==> config.mk <==
export PLATFORM = sky130hd
export DESIGN_NAME = trace_sched_flat
export DESIGN_NICKNAME = d
export VERILOG_FILES = /design/src/rtl/trace_sched_if.sv /design/src/rtl/trace_sched.sv /design/src/flat_wrapper.sv
export SDC_FILE = /design/constraint.sdc
export NUM_CORES = 1
export LEC_CHECK = 0
export CORE_ASPECT_RATIO = 2
export CORE_MARGIN = 5
export CORE_UTILIZATION = 38
export CTS_CLUSTER_DIAMETER = 120
export DETAILED_ROUTE_END_ITERATION = 10
export PLACE_DENSITY_LB_ADDON = 0.15
export SLEW_MARGIN = 20
export SYNTH_ARGS = -nofsm -noshare
export SYNTH_HDL_FRONTEND = slang
export SYNTH_SLANG_ARGS = --single-unit
==> constraint.sdc <==
create_clock -name clk -period 2.7 [get_ports clk]
set_clock_uncertainty 0.2 [all_clocks]
set_input_delay 0.54 -clock clk [delete_from_list [all_inputs] [get_ports clk]]
set_output_delay 0.54 -clock clk [all_outputs]
set_load 0.02 [all_outputs]
==> src/rtl/trace_sched_if.sv <==
// Bundle between trace_sched and its neighbours (vga_sync, tracer, renderer, trace_buffer).
// debug_height exists only when TRACE_SCHED_DBG_FILL_EN is defined.
interface trace_sched_if #(
  parameter int ADDR_W = 10,
  parameter int H_W    = 8
);
  logic              vblank;
  logic              rd_en;
  logic [ADDR_W-1:0] rd_col;
  logic              trc_start;
  logic              trc_req;
  logic [ADDR_W-1:0] trc_col;
  logic              trc_side;
  logic [H_W-1:0]    trc_height;
  logic              trc_ack;
  logic              trc_done;
  logic [ADDR_W-1:0] buf_col;
  logic              buf_we;
  logic [H_W:0]      buf_wdata;
  logic              frame_ok;
  logic              overrun;
  logic              col_err;
`ifdef TRACE_SCHED_DBG_FILL_EN
  logic [H_W-1:0]    debug_height;
`endif

  modport master (
`ifdef TRACE_SCHED_DBG_FILL_EN
    output debug_height,
`endif
    output vblank, rd_en, rd_col, trc_req, trc_col, trc_side, trc_height, trc_done,
    input  trc_start, trc_ack, buf_col, buf_we, buf_wdata, frame_ok, overrun, col_err
  );

  modport slave (
`ifdef TRACE_SCHED_DBG_FILL_EN
    input  debug_height,
`endif
    input  vblank, rd_en, rd_col, trc_req, trc_col, trc_side, trc_height, trc_done,
    output trc_start, trc_ack, buf_col, buf_we, buf_wdata, frame_ok, overrun, col_err
  );
endinterface

==> src/rtl/trace_sched.sv <==
// Per-frame trace buffer scheduler: launches the tracer on VBLANK, arbitrates buffer access
// (renderer reads win), reports frame status. Optional debug fill: TRACE_SCHED_DBG_FILL_EN.
module trace_sched #(
  parameter int COLS   = 640,
  parameter int ADDR_W = 10,
  parameter int H_W    = 8
) (
  input  logic         clk,
  input  logic         reset,
  trace_sched_if.slave bus
);

  localparam logic [ADDR_W:0] C_COLS = (ADDR_W+1)'(COLS);
  localparam logic [ADDR_W:0] C_LAST = C_COLS - 1'b1;

  typedef enum logic [2:0] {
    S_IDLE,
    S_START,
    S_TRACE,
    S_DONE,
    S_OVR
`ifdef TRACE_SCHED_DBG_FILL_EN
    , S_FILL
`endif
  } state_t;

  state_t          r_state;
  logic            r_vblank_q;
  logic            r_primed;
  logic            r_trc_start;
  logic            r_frame_ok;
  logic            r_overrun;
  logic            r_col_err;
  logic [ADDR_W:0] r_wcnt;

  logic              w_rise;
  logic              w_fall;
  logic              w_col_ok;
  logic              w_tracer_run;
  logic              w_trc_ack;
  logic              w_buf_we;
  logic [ADDR_W-1:0] w_buf_col;
  logic [H_W:0]      w_buf_wdata;
  logic              w_wcnt_inc;
  logic [ADDR_W:0]   w_wcnt_next;

  // The first cycle after reset only loads vblank_q, so a VBLANK already in progress
  // when reset releases is not mistaken for a fresh rise.
  assign w_rise   = bus.vblank & ~r_vblank_q & r_primed;
  assign w_fall   = ~bus.vblank & r_vblank_q;
  assign w_col_ok = ({1'b0, bus.trc_col} < C_COLS);

`ifdef TRACE_SCHED_DBG_FILL_EN
  assign w_tracer_run = (bus.debug_height == '0);
`else
  assign w_tracer_run = 1'b1;
`endif

  // NOTE: every output gets a default first, so no path through the block leaves a latch.
  always_comb begin
    w_trc_ack   = 1'b0;
    w_buf_we    = 1'b0;
    w_buf_col   = bus.trc_col;
    w_buf_wdata = {bus.trc_side, bus.trc_height};
    if (bus.rd_en) begin
      w_buf_col = bus.rd_col;
    end else if (r_state == S_TRACE) begin
      w_trc_ack = bus.trc_req;
      w_buf_we  = bus.trc_req & w_col_ok;
`ifdef TRACE_SCHED_DBG_FILL_EN
    end else if (r_state == S_FILL) begin
      w_buf_col   = r_wcnt[ADDR_W-1:0];
      w_buf_wdata = {1'b0, bus.debug_height};
      w_buf_we    = 1'b1;
`endif
    end
    if (!reset) begin
      w_trc_ack   = 1'b0;
      w_buf_we    = 1'b0;
      w_buf_col   = '0;
      w_buf_wdata = '0;
    end
  end

  assign w_wcnt_inc  = w_buf_we & (r_wcnt != C_COLS);
  assign w_wcnt_next = r_wcnt + {{ADDR_W{1'b0}}, w_wcnt_inc};

  // NOTE: sequential state uses non-blocking assignments so every register samples pre-edge values.
  always_ff @(posedge clk or negedge reset) begin
    if (!reset) begin
      r_state     <= S_IDLE;
      r_vblank_q  <= 1'b0;
      r_primed    <= 1'b0;
      r_trc_start <= 1'b0;
      r_frame_ok  <= 1'b0;
      r_overrun   <= 1'b0;
      r_col_err   <= 1'b0;
      r_wcnt      <= '0;
    end else begin
      r_vblank_q <= bus.vblank;
      r_primed   <= 1'b1;
      case (r_state)
        S_IDLE: begin
          if (w_rise) begin
            r_state     <= S_START;
            r_trc_start <= w_tracer_run;
          end
        end
        S_START: begin
          r_trc_start <= 1'b0;
          r_wcnt      <= '0;
          r_overrun   <= 1'b0;
          r_col_err   <= 1'b0;
`ifdef TRACE_SCHED_DBG_FILL_EN
          r_state     <= r_trc_start ? S_TRACE : S_FILL;
`else
          r_state     <= S_TRACE;
`endif
        end
        S_TRACE: begin
          r_wcnt <= w_wcnt_next;
          if (w_trc_ack && !w_col_ok) r_col_err <= 1'b1;
          // End of VBLANK wins over a simultaneous trc_done.
          if (w_fall) begin
            r_state    <= S_OVR;
            r_overrun  <= 1'b1;
            r_frame_ok <= 1'b0;
          end else if (bus.trc_done || r_wcnt == C_COLS) begin
            r_state    <= S_DONE;
            r_frame_ok <= (w_wcnt_next == C_COLS);
          end
        end
`ifdef TRACE_SCHED_DBG_FILL_EN
        S_FILL: begin
          r_wcnt <= w_wcnt_next;
          if (w_fall) begin
            r_state    <= S_OVR;
            r_overrun  <= 1'b1;
            r_frame_ok <= 1'b0;
          end else if (w_buf_we && r_wcnt == C_LAST) begin
            r_state    <= S_DONE;
            r_frame_ok <= 1'b1;
          end
        end
`endif
        S_DONE: begin
          if (w_fall) r_state <= S_IDLE;
        end
        S_OVR: begin
          r_state <= S_IDLE;
        end
        default: r_state <= S_IDLE;
      endcase
    end
  end

  assign bus.trc_start = r_trc_start;
  assign bus.trc_ack   = w_trc_ack;
  assign bus.buf_col   = w_buf_col;
  assign bus.buf_we    = w_buf_we;
  assign bus.buf_wdata = w_buf_wdata;
  assign bus.frame_ok  = r_frame_ok;
  assign bus.overrun   = r_overrun;
  assign bus.col_err   = r_col_err;

endmodule
==> src/flat_wrapper.sv <==
// flat-port wrapper written by rule: the top's interface ports become plain ports
module trace_sched_flat 
#(
  parameter int COLS   = 640,
  parameter int ADDR_W = 10,
  parameter int H_W    = 8
)
  (clk, reset, bus_vblank, bus_rd_en, bus_rd_col, bus_trc_req, bus_trc_col, bus_trc_side, bus_trc_height, bus_trc_done, bus_trc_start, bus_trc_ack, bus_buf_col, bus_buf_we, bus_buf_wdata, bus_frame_ok, bus_overrun, bus_col_err);
  trace_sched_if #(.ADDR_W(ADDR_W), .H_W(H_W)) bus_i ();
  input  logic clk;
  input  logic reset;
  input wire logic [$bits(bus_i.vblank)-1:0] bus_vblank;
  input wire logic [$bits(bus_i.rd_en)-1:0] bus_rd_en;
  input wire logic [$bits(bus_i.rd_col)-1:0] bus_rd_col;
  input wire logic [$bits(bus_i.trc_req)-1:0] bus_trc_req;
  input wire logic [$bits(bus_i.trc_col)-1:0] bus_trc_col;
  input wire logic [$bits(bus_i.trc_side)-1:0] bus_trc_side;
  input wire logic [$bits(bus_i.trc_height)-1:0] bus_trc_height;
  input wire logic [$bits(bus_i.trc_done)-1:0] bus_trc_done;
  output wire logic [$bits(bus_i.trc_start)-1:0] bus_trc_start;
  output wire logic [$bits(bus_i.trc_ack)-1:0] bus_trc_ack;
  output wire logic [$bits(bus_i.buf_col)-1:0] bus_buf_col;
  output wire logic [$bits(bus_i.buf_we)-1:0] bus_buf_we;
  output wire logic [$bits(bus_i.buf_wdata)-1:0] bus_buf_wdata;
  output wire logic [$bits(bus_i.frame_ok)-1:0] bus_frame_ok;
  output wire logic [$bits(bus_i.overrun)-1:0] bus_overrun;
  output wire logic [$bits(bus_i.col_err)-1:0] bus_col_err;
  assign bus_i.vblank = bus_vblank;
  assign bus_i.rd_en = bus_rd_en;
  assign bus_i.rd_col = bus_rd_col;
  assign bus_i.trc_req = bus_trc_req;
  assign bus_i.trc_col = bus_trc_col;
  assign bus_i.trc_side = bus_trc_side;
  assign bus_i.trc_height = bus_trc_height;
  assign bus_i.trc_done = bus_trc_done;
  assign bus_trc_start = bus_i.trc_start;
  assign bus_trc_ack = bus_i.trc_ack;
  assign bus_buf_col = bus_i.buf_col;
  assign bus_buf_we = bus_i.buf_we;
  assign bus_buf_wdata = bus_i.buf_wdata;
  assign bus_frame_ok = bus_i.frame_ok;
  assign bus_overrun = bus_i.overrun;
  assign bus_col_err = bus_i.col_err;
  trace_sched #(.COLS(COLS), .ADDR_W(ADDR_W), .H_W(H_W)) u_core (.clk(clk), .reset(reset), .bus(bus_i));
endmodule
==> impl.org <==
** Finish
- The layout has 330 filler cells.
- Area grow syn2layout :: 63.9%
- The repair_antennas step left the layout with diodes totalling 0.
- Combined area of the multi-input logic cells :: just under 900 um2
- Across the whole layout, storage elements account for between 500 and 600 um2.
- After the flow finishes, the layout carries non-filler instances totaling 283.
- Measured on the finished design, the core utilization comes to a little over three fifths.
- NumNets Final :: ~270
- The post-route netlist has 19.2% of its cells at a drive strength greater than 1.

** Worst setup path
- The worst setup path is of the reg -> reg kind.
- Measured in cells, the most critical reg-to-reg path has a length of 11.
- Required arrival time at the worst endpoint :: 2.68 ns
- The cell family contributing the most delay on the critical path is simple AND/OR/NAND/NOR gates.
- Worst path bufs/invs :: 1
- Worst path depth :: 11
- Cell chain of the critical path :: nor4b_1 -> and4_2 -> nor2b_4 -> ha_4 -> ha_4 -> buf_4 -> nor2_2 -> a21oi_1 -> o32ai_1 -> nand4_1 -> o31ai_2
- Dominant cell type by count on the critical path :: ha_4
- Data arrives at the worst endpoint at ~2.6 ns.
- Stage delay of the slowest cell on the critical path :: roughly 0.45 ns
- Crit end category :: flip-flop
- The worst setup path is launched from a flip-flop.
- The slowest stage of the critical path is the dfrtp_1 cell.
- Of all nets on the critical path, the largest fanout is 5.

** Logic synthesis
- In the synthesized netlist the dominant register cell turns out to be dfrtp_1.
- Area leader, netlist :: dfrtp_1
- Distinct cell type count of the synthesized netlist :: 39
- Share of synthesized area occupied by flip-flops and latches :: 36.4%
- Cells after synthesis :: 161
- Averaged over all synthesized cells, the footprint is 8.54 um2.
- Number of enable flip-flop cells after synthesis :: 0
- Counting every net in the synthesized netlist gives 198.
- Async set-or-reset flop fraction in the synthesized netlist :: between 90% and 100%
- After synthesis, the cell types taking the most area are dfrtp_1 (36%), o21ai_0 (7.6%), mux2i_1 (7.3%), and2_1 (5.5%), nor2b_1 (5.0%).
- The mapped netlist covers 0.00138 mm2.
- Number of synthesis warnings :: 0
- Yosys reg bits :: 20
- After synthesis, the largest area contributor takes up 36.4% of total cell area.

** Clock tree
- In this run the number of H-tree levels came out at 1.
- In this run the deepest clock path goes through 2 buffers.
- Buffers inserted during post-CTS setup optimization :: 0
- For this design, the CTS-stage hold fixing added 0 buffers.
- For the worst-skew pair, the clock arrives at the later sink with an insertion delay of 0.26 ns.
- Clock-pin slew on the worst setup and hold paths :: roughly 0.080 ns
- Total clock buffers created by CTS :: 3
- Clock tree from TritonCTS :: built
- Total number of clock tree sinks :: 20
- Clock tree root driver cell :: clkbuf_8

** Timing
- Setup violations remaining at the end of the flow were counted as 0.
- Share of the clock period used by the worst path after layout :: 95.8%
- After layout, the minimum clock period comes to between 2 and 3 ns.
- The count of pins over their slew limit came to 0.
- The final count of hold timing violations came to 0.
- RSZ-0062 raised after global routing :: no
- After layout, the worst setup slack is 0.114 ns.
- Derived from the worst setup path, the maximum achievable clock frequency is a little under 400 MHz.

** Die
- IO Pins :: 60
- Site Rows :: 31
- Die Outline Area :: 0.00499 mm2
- The die is roughly 95 um tall.
- The core region is between 0.003 and 0.004 mm2.
- The floorplan step set the die width to 52.5 um.
- Effective utilization at floorplan :: between 30% and 40%

** Route
- Dividing the detail-routed via count by the number of cells gives about 5.3.
- Final antenna-violating net count :: 0
- Final wirelength :: roughly 4.6 mm
- Number of iterations in the first detailed-routing pass :: 4
- Wirelength per Cell :: 16.4 um
- Remaining routing DRC violations :: 0
- Count of vias placed by the detailed router :: ~1500
- After the first detailed-routing iteration, the DRC count stood at 33.

** GRT
- Total grt overflow :: 0
- First-pass GRT wire length :: roughly 7.6 mm
- Entering global routing, the biggest net connects 22 pins.
- Antenna violations before repair :: 0
- The via count of the first global-routing pass was roughly 1600.
- Global routing consumed, over all layers together, about a fifth of the routing resources.

** Hold path
- Class of the tightest hold or removal check :: reg -> reg
- Counting instances, the worst hold path has a depth of 2.

** Power and ir drop
- For this design the static power due to leakage is roughly 0.001 uW.
- IR drop worst, VDD :: 359 uV
- Cell Pwr Density :: approximately 540 mW/mm2

** Placed design
- The number of placed instances, taps included, is 279.
- Weighted congestion reported at the end of routability-driven placement :: about 0.89
- At the placement stage, the worst setup path has a slack of -0.451 ns.
- Detailed placement finished with a half-perimeter wire length of 3.75 mm.
- In this run the tool buffered the top-level ports with about 60 buffer cells.

** Flow run
- The tool flagged a number of max-cap violations equal to 0.

** Outcome
- The flow ran to the end, and the final reports show no timing, DRC or antenna violations.
-- metal layers --
metal  share of wire [%]  vias up  GRT usage (%)
met5                   0        -              0
met2                  55       61           35.5
met1                  35      701           21.1
met4                 3.6        0           10.7
li1                    -      718              -
met3                 5.6       17           5.01
-- what timing repair did --
action,in CTS,in global routing
resized for setup,22,6
endpoints found under the setup margin,23,12
pin swaps,3,5
-- cell families (layout without fill, tap and decap cells) --
logic type,count (synthesis),after routing,share of synthesized area [%]
xor gates and xnor gates,4,4,2.55
buffers and inverters,16,89,5.46
muxes,10,10,7.28
adders and majority gates,2,2,1.82
AOI/OAI and AO/OA,40,40,17.7
and+or+nand+nor,68,68,28.6
other,1,1,0.273
DFF,20,20,36.4
-- worst register-to-register path: cells and delay by family, from the launching register on --
kind	cells	cell delay (ns)
compound gates	3	0.47
flops	1	0.45
simple gates	5	0.92
fa+ha+maj	2	0.32
buf+inv	1	0.14
-- layout by cell type, fill, tap and decap left out, drive strengths merged, types with 7 or more instances in the layout --
cell	Yosys	final
dlygate4sd2	0	16
clkdlybuf4s50	0	41
nor2b	11	11
o21ai	21	21
nand2	11	11
mux2i	10	10
dfrtp	20	20
nand4	7	7
buf	6	22
nor2	11	11
and2	15	15
-- synth_stat cells, drive strengths merged, types with 3 or more instances --
| master | number |
|---|---|
| o21ai | 21 |
| a31oi | 4 |
| xnor2 | 3 |
| nand2 | 11 |
| nor2b | 11 |
| nor2 | 11 |
| and2 | 15 |
| nand4 | 7 |
| clkbuf | 6 |
| mux2i | 10 |
| inv | 4 |
| a21oi | 5 |
| buf | 6 |
| dfrtp | 20 |
-- where the power goes --
part	switching (uW)	internal (uW)	leakage [uW]
Sequential	51.3	348	0.000265
Clock	100	130	0.0000288
Combinational	327	262	0.000705
-- cell type report --
class | instances | share of cell area (%)
clock buffer | 4 | 2.44
sequential | 20 | 22.2
multi-input combinational | 125 | 38.9
inverter | 4 | 0.666
tap | 49 | 2.72
timing repair buffer | 81 | 33.0
-- worst paths after layout --
kind,start,end,slack (ns)
max,u_core.r_wcnt[1],u_core.bus.frame_ok,0.11
min,u_core.bus.col_err,u_core.bus.col_err,0.31
max reg2reg,u_core.r_wcnt[1],u_core.bus.frame_ok,0.11
min reg2reg,u_core.bus.col_err,u_core.bus.col_err,0.31
max in group asynchronous,reset,u_core.r_wcnt[1],1.65
min in group asynchronous,reset,u_core.r_wcnt[4],0.45
-- stage by stage --
step | instance area, um2 | total power (uW) | setup TNS [ns] | hold WS [ns]
floorplan | 1420 | 737 | -0.0788 | 0.0444
global placement | 2160 | 974 | -4.15 | 0.285
detailed placement | 2160 | 987 | -4.67 | 0.291
CTS | 2230 | 1220 | 0 | 0.316
global route | 2250 | 1300 | 0 | 0.339
finish | 2250 | 1220 | 0 | 0.313
-- registers in the layout, summed over array words and instances, names as in the netlist --
signal,count
u_core.bus.col_err,1
u_core.bus.frame_ok,1
u_core.bus.overrun,1
u_core.bus.trc_start,1
u_core.r_primed,1
u_core.r_state,3
u_core.r_vblank_q,1
u_core.r_wcnt,11
Note: power is estimated with default switching activity, not from simulation.
